$ cat config.mk
export PLATFORM = sky130hd
export DESIGN_NAME = codec_init_sequencer
export DESIGN_NICKNAME = d
export VERILOG_FILES = /design/src/rtl/codec_init_sequencer.sv
export SDC_FILE = /design/constraint.sdc
export NUM_CORES = 1
export LEC_CHECK = 0
export BUFFER_PORTS_ARGS = -buffer_cell sky130_fd_sc_hd__buf_2
export CAP_MARGIN = 20
export CORE_AREA = 2 2 74 76
export CTS_CLUSTER_SIZE = 12
export DETAILED_ROUTE_END_ITERATION = 16
export DIE_AREA = 0 0 76 78
export GPL_ROUTABILITY_DRIVEN = 0
export HOLD_SLACK_MARGIN = 0.02
export PLACE_DENSITY = 0.84
export SKIP_LAST_GASP = 1
export SYNTH_ARGS = -nofsm -noshare
export SYNTH_HDL_FRONTEND = slang
export SYNTH_SLANG_ARGS = --single-unit
export TNS_END_PERCENT = 10
$ cat constraint.sdc
create_clock -name clk -period 3.1 [get_ports clk]
set_input_delay 0.155 -clock clk [delete_from_list [all_inputs] [get_ports clk]]
set_output_delay 0.155 -clock clk [all_outputs]
set_load 0.005 [all_outputs]
$ cat src/rtl/codec_init_sequencer.sv
// WM8731 configuration sequencer: writes the 11-word init table through an I2C
// master request/done handshake, retries NACKed words, then serves volume writes.
module codec_init_sequencer #(
    parameter logic [6:0] DEV_ADDR       = 7'h1A,
    parameter int         MAX_RETRY      = 3,
    parameter int         POST_RESET_DLY = 1000
) (
    input  logic        clk,
    input  logic        reset,
    input  logic        start,
    input  logic        vol_update,
    input  logic [6:0]  volume,
    output logic        i2c_req,
    output logic [6:0]  i2c_addr,
    output logic [15:0] i2c_data,
    input  logic        i2c_done,
    input  logic        i2c_nack,
    output logic        busy,
    output logic        done,
    output logic        error,
    output logic [3:0]  reg_index
);

    localparam int RETRY_W = (MAX_RETRY < 1) ? 1 : $clog2(MAX_RETRY + 1);
    localparam int DLY_W   = (POST_RESET_DLY < 2) ? 1 : $clog2(POST_RESET_DLY);
    localparam logic [3:0]  LAST_INDEX = 4'd10;
    localparam logic [15:0] VOL_BASE   = 16'h0500;  // R2, LRHPBOTH=1, LZCEN=0

    typedef enum logic [3:0] {
        IDLE, ISSUE, WAIT_XFER, GAP, DELAY, DONE, VOL_ISSUE, VOL_WAIT, ERROR
    } state_t;

    function automatic logic [15:0] table_word(input logic [3:0] idx);
        case (idx)
            4'd0:    table_word = 16'h1E00;
            4'd1:    table_word = 16'h0C10;
            4'd2:    table_word = 16'h0017;
            4'd3:    table_word = 16'h0217;
            4'd4:    table_word = 16'h0479;
            4'd5:    table_word = 16'h0679;
            4'd6:    table_word = 16'h0812;
            4'd7:    table_word = 16'h0A00;
            4'd8:    table_word = 16'h0E02;
            4'd9:    table_word = 16'h1000;
            4'd10:   table_word = 16'h1201;
            default: table_word = 16'h0000;
        endcase
    endfunction

    state_t               state_q, state_d;
    logic                 req_q, req_d;
    logic [15:0]          data_q, data_d;
    logic [3:0]           idx_q, idx_d, idx_next;
    logic [RETRY_W-1:0]   retry_q, retry_d;
    logic                 acked_q, acked_d;
    logic [DLY_W-1:0]     dly_q, dly_d;
    logic                 done_q, done_d;
    logic                 err_q, err_d;
    logic                 vol_act_q, vol_act_d;  // current transfer is a volume write
    logic                 pend_q, pend_d;
    logic [6:0]           vol_q, vol_d;
    logic                 start_ok;

    assign start_ok = start && (state_q == IDLE || state_q == DONE || state_q == ERROR);

    // NOTE: every variable gets a default at the top so no path leaves one unassigned (no latches).
    always_comb begin
        state_d   = state_q;
        req_d     = req_q;
        data_d    = data_q;
        idx_d     = idx_q;
        idx_next  = idx_q + {3'b000, acked_q};
        retry_d   = retry_q;
        acked_d   = acked_q;
        dly_d     = dly_q;
        done_d    = done_q;
        err_d     = err_q;
        vol_act_d = vol_act_q;
        pend_d    = pend_q;
        vol_d     = vol_q;

        if (vol_update) begin
            vol_d  = volume;
            pend_d = 1'b1;
        end

        if (start_ok) begin
            state_d   = ISSUE;
            req_d     = 1'b1;
            data_d    = table_word(4'd0);
            idx_d     = 4'd0;
            retry_d   = '0;
            acked_d   = 1'b0;
            done_d    = 1'b0;
            err_d     = 1'b0;
            vol_act_d = 1'b0;
            pend_d    = 1'b0;
        end else begin
            case (state_q)
                ISSUE:     state_d = WAIT_XFER;
                VOL_ISSUE: state_d = VOL_WAIT;

                WAIT_XFER, VOL_WAIT: begin
                    if (i2c_done) begin
                        req_d = 1'b0;
                        if (!i2c_nack) begin
                            retry_d = '0;
                            acked_d = 1'b1;
                            if (vol_act_q) begin
                                state_d   = DONE;
                                vol_act_d = 1'b0;
                            end else if (idx_q == 4'd0) begin
                                state_d = DELAY;
                                dly_d   = DLY_W'(POST_RESET_DLY - 1);
                            end else if (idx_q == LAST_INDEX) begin
                                state_d = DONE;
                                done_d  = 1'b1;
                            end else begin
                                state_d = GAP;
                            end
                        end else if (retry_q < RETRY_W'(MAX_RETRY)) begin
                            retry_d = retry_q + 1'b1;
                            acked_d = 1'b0;
                            state_d = GAP;
                        end else begin
                            state_d   = ERROR;
                            err_d     = 1'b1;
                            done_d    = 1'b0;
                            vol_act_d = 1'b0;
                        end
                    end
                end

                // Retries of a volume write pass through here too; its word is still in data_q.
                GAP: begin
                    req_d = 1'b1;
                    if (vol_act_q) begin
                        state_d = VOL_ISSUE;
                    end else begin
                        state_d = ISSUE;
                        idx_d   = idx_next;
                        data_d  = table_word(idx_next);
                    end
                end

                DELAY: begin
                    if (dly_q == '0) begin
                        state_d = ISSUE;
                        req_d   = 1'b1;
                        idx_d   = 4'd1;
                        data_d  = table_word(4'd1);
                    end else begin
                        dly_d = dly_q - 1'b1;
                    end
                end

                DONE: begin
                    if (pend_q) begin
                        state_d   = VOL_ISSUE;
                        req_d     = 1'b1;
                        data_d    = VOL_BASE | {9'b0, vol_q};
                        retry_d   = '0;
                        vol_act_d = 1'b1;
                        pend_d    = vol_update;  // a fresh pulse this cycle stays queued
                    end
                end

                default: ;
            endcase
        end
    end

    // NOTE: sequential state uses non-blocking assignments only, so every flop sees pre-edge values.
    always_ff @(posedge clk) begin
        if (reset) begin
            state_q   <= IDLE;
            req_q     <= 1'b0;
            data_q    <= '0;
            idx_q     <= '0;
            retry_q   <= '0;
            acked_q   <= 1'b0;
            dly_q     <= '0;
            done_q    <= 1'b0;
            err_q     <= 1'b0;
            vol_act_q <= 1'b0;
            pend_q    <= 1'b0;
            vol_q     <= '0;
        end else begin
            state_q   <= state_d;
            req_q     <= req_d;
            data_q    <= data_d;
            idx_q     <= idx_d;
            retry_q   <= retry_d;
            acked_q   <= acked_d;
            dly_q     <= dly_d;
            done_q    <= done_d;
            err_q     <= err_d;
            vol_act_q <= vol_act_d;
            pend_q    <= pend_d;
            vol_q     <= vol_d;
        end
    end

    assign i2c_req   = req_q;
    assign i2c_addr  = DEV_ADDR;
    assign i2c_data  = data_q;
    assign reg_index = idx_q;
    assign done      = done_q;
    assign error     = err_q;
    assign busy      = !(state_q == IDLE || state_q == DONE || state_q == ERROR);

endmodule

==> impl_metrics.py <==
metrics = {
    "sta": {
        "max_freq_ghz": 0.378,
        "hold_slack_ns": 0.0843,
        "hold_viol": 0,
        "tns_ns": 0,
        "finalCritPeriodShare_pct": 85.4,
        "skew_ns": 0.0108,
        "maxSlewViolCount": 0,
        "tightest_slew_ns": 0.893,
        "grt_setup_unrepaired": "no",
        "max_slew_margin_pct": 40.5,
        "setup_violations": 0,
        "finalCriticalPeriod_ns": 2.65,
    },
    "floorplanning": {
        "dieArea_um2": 5930,
        "start_util_pct": 55.5,
        "chipWidth_um": 76,
        "core_um2": 5040,
        "pin_count": 44,
        "fp-row-count": 26,
        "dieHeight_um": 78,
    },
    "drt": {
        "firstDrtPassIters": 4,
        "drt_wl_total_um": 6230,
        "via_per_inst": 5.89,
        "wl_per_cell_um": 14.6,
        "via_count": 2515,
        "ant_nets": 0,
        "drc": 0,
        "drt_iter0_markers": 188,
    },
    "final_layout": {
        "final_nets": 380,
        "drive_gt1_share_pct": 18.2,
        "area.growth.synth_to_final_pct": 8.77,
        "diodes": 0,
    },
    "critical_path": {
        "cp_slowest_stage_delay_ns": 0.68,
        "cp.arrival_ns": 2.88,
        "reg2reg_from": "state_q[1]$_SDFFE_PP0P_",
        "crit_family": "compound AO/OA/AOI/OAI gates",
        "rr_worst_depth": 5,
        "worst-path-buf-inv": 0,
        "path_max_fanout": 19,
        "crit_chain": "or3b_1, a311o_1, a2111o_1, or3_1, a21oi_1",
        "start_kind": "flop",
        "slowest_stage": "or3b_1",
        "ff2ff_setup_slack_ns": 0.45,
        "crit_path_end_kind": "flop",
        "path_class": "reg -> reg",
        "required_ns": 3.34,
        "reg2reg_to": "dly_q[4]$_SDFFE_PP0P_",
    },
    "worst_hold_path": {
        "hp-start": "volume[3]",
        "hold_path_end": "vol_q[3]$_SDFFE_PP0P_",
        "holdPathStages": 3,
        "hold_path.class": "in -> reg",
    },
    "place": {
        "dpl.hpwl_um": 4580,
        "portBuffers": 32,
    },
    "power": {
        "power-per-cell-area_nw_per_um2": 637,
        "leakage_nw": 1.23,
        "vdd_drop_max_uv": 342,
        "p_total_mw": 1.94,
    },
    "synthesis": {
        "seq_area_frac_synth_pct": 32.2,
        "syn-mean-instance-area_um2": 8.35,
        "synth-seq-cells": 45,
        "synth_ff_type": "dfxtp_1",
        "synth.distinct_cells": 65,
        "yosysWarnings": 0,
        "syn_inst": 335,
        "syn_area_um2": 2800,
        "async_reset_ff_share_pct": 0,
        "synth-edff-count": 0,
    },
    "clock_network": {
        "clockRootBuffer": "clkbuf_8",
        "postCtsSetupRepairBufs": 0,
        "cts_buffers": 5,
        "cts_tree": "done",
        "clock_path_buffers": 2,
        "clk_pin_slew_ns": 0.09,
        "htree_levels": 2,
        "clock-sinks": 45,
        "ctsResizeCount": 0,
        "clock_latency_ns": 0.30,
        "hold_buffers": 0,
    },
    "run_status": {
        "status": "finished clean",
    },
    "grt": {
        "grt_max_degree": 25,
        "antenna_found_initial": 0,
        "grt_pass1_vias": 2336,
        "grt_pass1_wl_um": 10800,
        "grt-ovfl-total": 0,
        "grt_usage_pct": 22.1,
    },
    "job": {
        "maxCapViolations": 0,
    },
}
## power breakdown
part           internal (mW)  switching [mW]  leakage (nW)
Sequential             0.667           0.109         0.367
Combinational          0.309           0.406         0.807
Clock                  0.242           0.204        0.0554
## worst reg2reg max path, delay by kind of cell, from the launching register on
family,cells,cell delay (ns)
AND/OR/NAND/NOR,2,1.00
AO/OA/AOI/OAI,3,1.11
flip-flops,1,0.47
## area by class of cell
| class | instances | area (µm²) |
|---|---|---|
| fillers | 439 | 2000 |
| well taps | 70 | 87.6 |
| repair buffers | 38 | 205 |
| clock inverters | 2 | 38.8 |
| multi-input cells | 253 | 1690 |
| inverters | 13 | 48.8 |
| flip-flops and latches | 45 | 901 |
| clock buffers | 6 | 72.6 |
## flip-flops by register name, indices dropped and copies added, names as in the netlist
register,flops
acked_q,1
dly_q,10
done,1
error,1
i2c_data,12
i2c_req,1
pend_q,1
reg_index,4
retry_q,2
state_q,4
vol_act_q,1
vol_q,7
## metrics by stage
stage	setup slack (ns)	instance area (µm²)	instances	util [%]
after detailed placement	0.511	2930	419	58.1
after global placement	0.569	2930	419	58.1
after global routing	0.269	3040	427	60.3
final	0.453	3040	427	60.3
after floorplan	0.926	2830	344	-
after CTS	0.471	3040	427	60.3
## worst max-delay path by stage
stage,slack [ns],cells past startpoint,from,end
final,0.45,5,state_q[1]$_SDFFE_PP0P_,dly_q[4]$_SDFFE_PP0P_
after global routing,0.27,6,state_q[1]$_SDFFE_PP0P_,i2c_data[0]$_SDFFE_PP0P_
after detailed placement,0.51,5,state_q[1]$_SDFFE_PP0P_,dly_q[4]$_SDFFE_PP0P_
after floorplan,0.93,8,state_q[3]$_SDFFE_PP0P_,dly_q[4]$_SDFFE_PP0P_
after CTS,0.47,5,state_q[1]$_SDFFE_PP0P_,dly_q[4]$_SDFFE_PP0P_
after global placement,0.57,5,state_q[1]$_SDFFE_PP0P_,dly_q[4]$_SDFFE_PP0P_
## Yosys cell counts, drive strengths merged, types with 4 or more instances
cell	count	share of area, %
dfxtp	45	32
nand2b	6	1.3
a32oi	4	1.3
buf	19	5.0
nand2	22	3.0
nor4	4	0.89
nor2b	5	1.1
inv	12	1.6
mux2i	10	3.6
a211oi	9	2.4
ha	11	4.9
nand3	13	2.3
o21ai	13	2.3
a21oi	27	4.8
a31oi	4	0.89
or2	5	1.1
a2111oi	6	3.6
xnor2	9	2.8
nor2	30	4.0
clkbuf	14	1.9
nor3	14	2.7
## cell families after synthesis
kind of cell               synth area share, %
and+or+nand+nor                           22.3
DFF                                       32.2
xor gates and xnor gates                  3.13
other                                    0.268
buffers and inverters                     8.63
adders and majority gates                 4.92
AOI/OAI and AO/OA                         24.2
muxes                                     4.38
## cells in the final DEF (no fill, tap or decap), drive strengths merged, types with 2 or more instances in the layout
| cell type | Yosys | layout |
|---|---|---|
| nor4 | 4 | 4 |
| ha | 11 | 11 |
| o21a | 3 | 3 |
| a21oi | 27 | 27 |
| mux2 | 2 | 2 |
| a2111oi | 6 | 6 |
| nor3 | 14 | 14 |
| a211oi | 9 | 9 |
| nor2b | 5 | 5 |
| nor2 | 30 | 30 |
| nor4b | 2 | 2 |
| a31oi | 4 | 4 |
| or3b | 3 | 3 |
| nand3 | 13 | 13 |
| conb | 2 | 11 |
| or2 | 5 | 5 |
| inv | 12 | 12 |
| clkinv | 1 | 2 |
| nand4 | 3 | 3 |
| xnor2 | 9 | 9 |
| a211o | 2 | 2 |
| or3 | 2 | 2 |
| clkbuf | 14 | 6 |
| a31o | 2 | 2 |
| dfxtp | 45 | 45 |
| nand2 | 22 | 22 |
| o21ai | 13 | 13 |
| nand4bb | 2 | 2 |
| a32oi | 4 | 4 |
| nand2b | 6 | 6 |
| and2 | 2 | 2 |
| a311oi | 3 | 3 |
| mux2i | 10 | 10 |
| buf | 19 | 38 |
| a22oi | 2 | 2 |
## layer usage
metal	track usage, %	vias to the layer above	part of all wire (%)
met5	0	-	0
met1	27.6	1182	44
met2	38.1	79	49
li1	-	1244	-
met4	8.36	0	1.4
met3	4.19	10	5.7
Power figures use the tool's default switching activity.
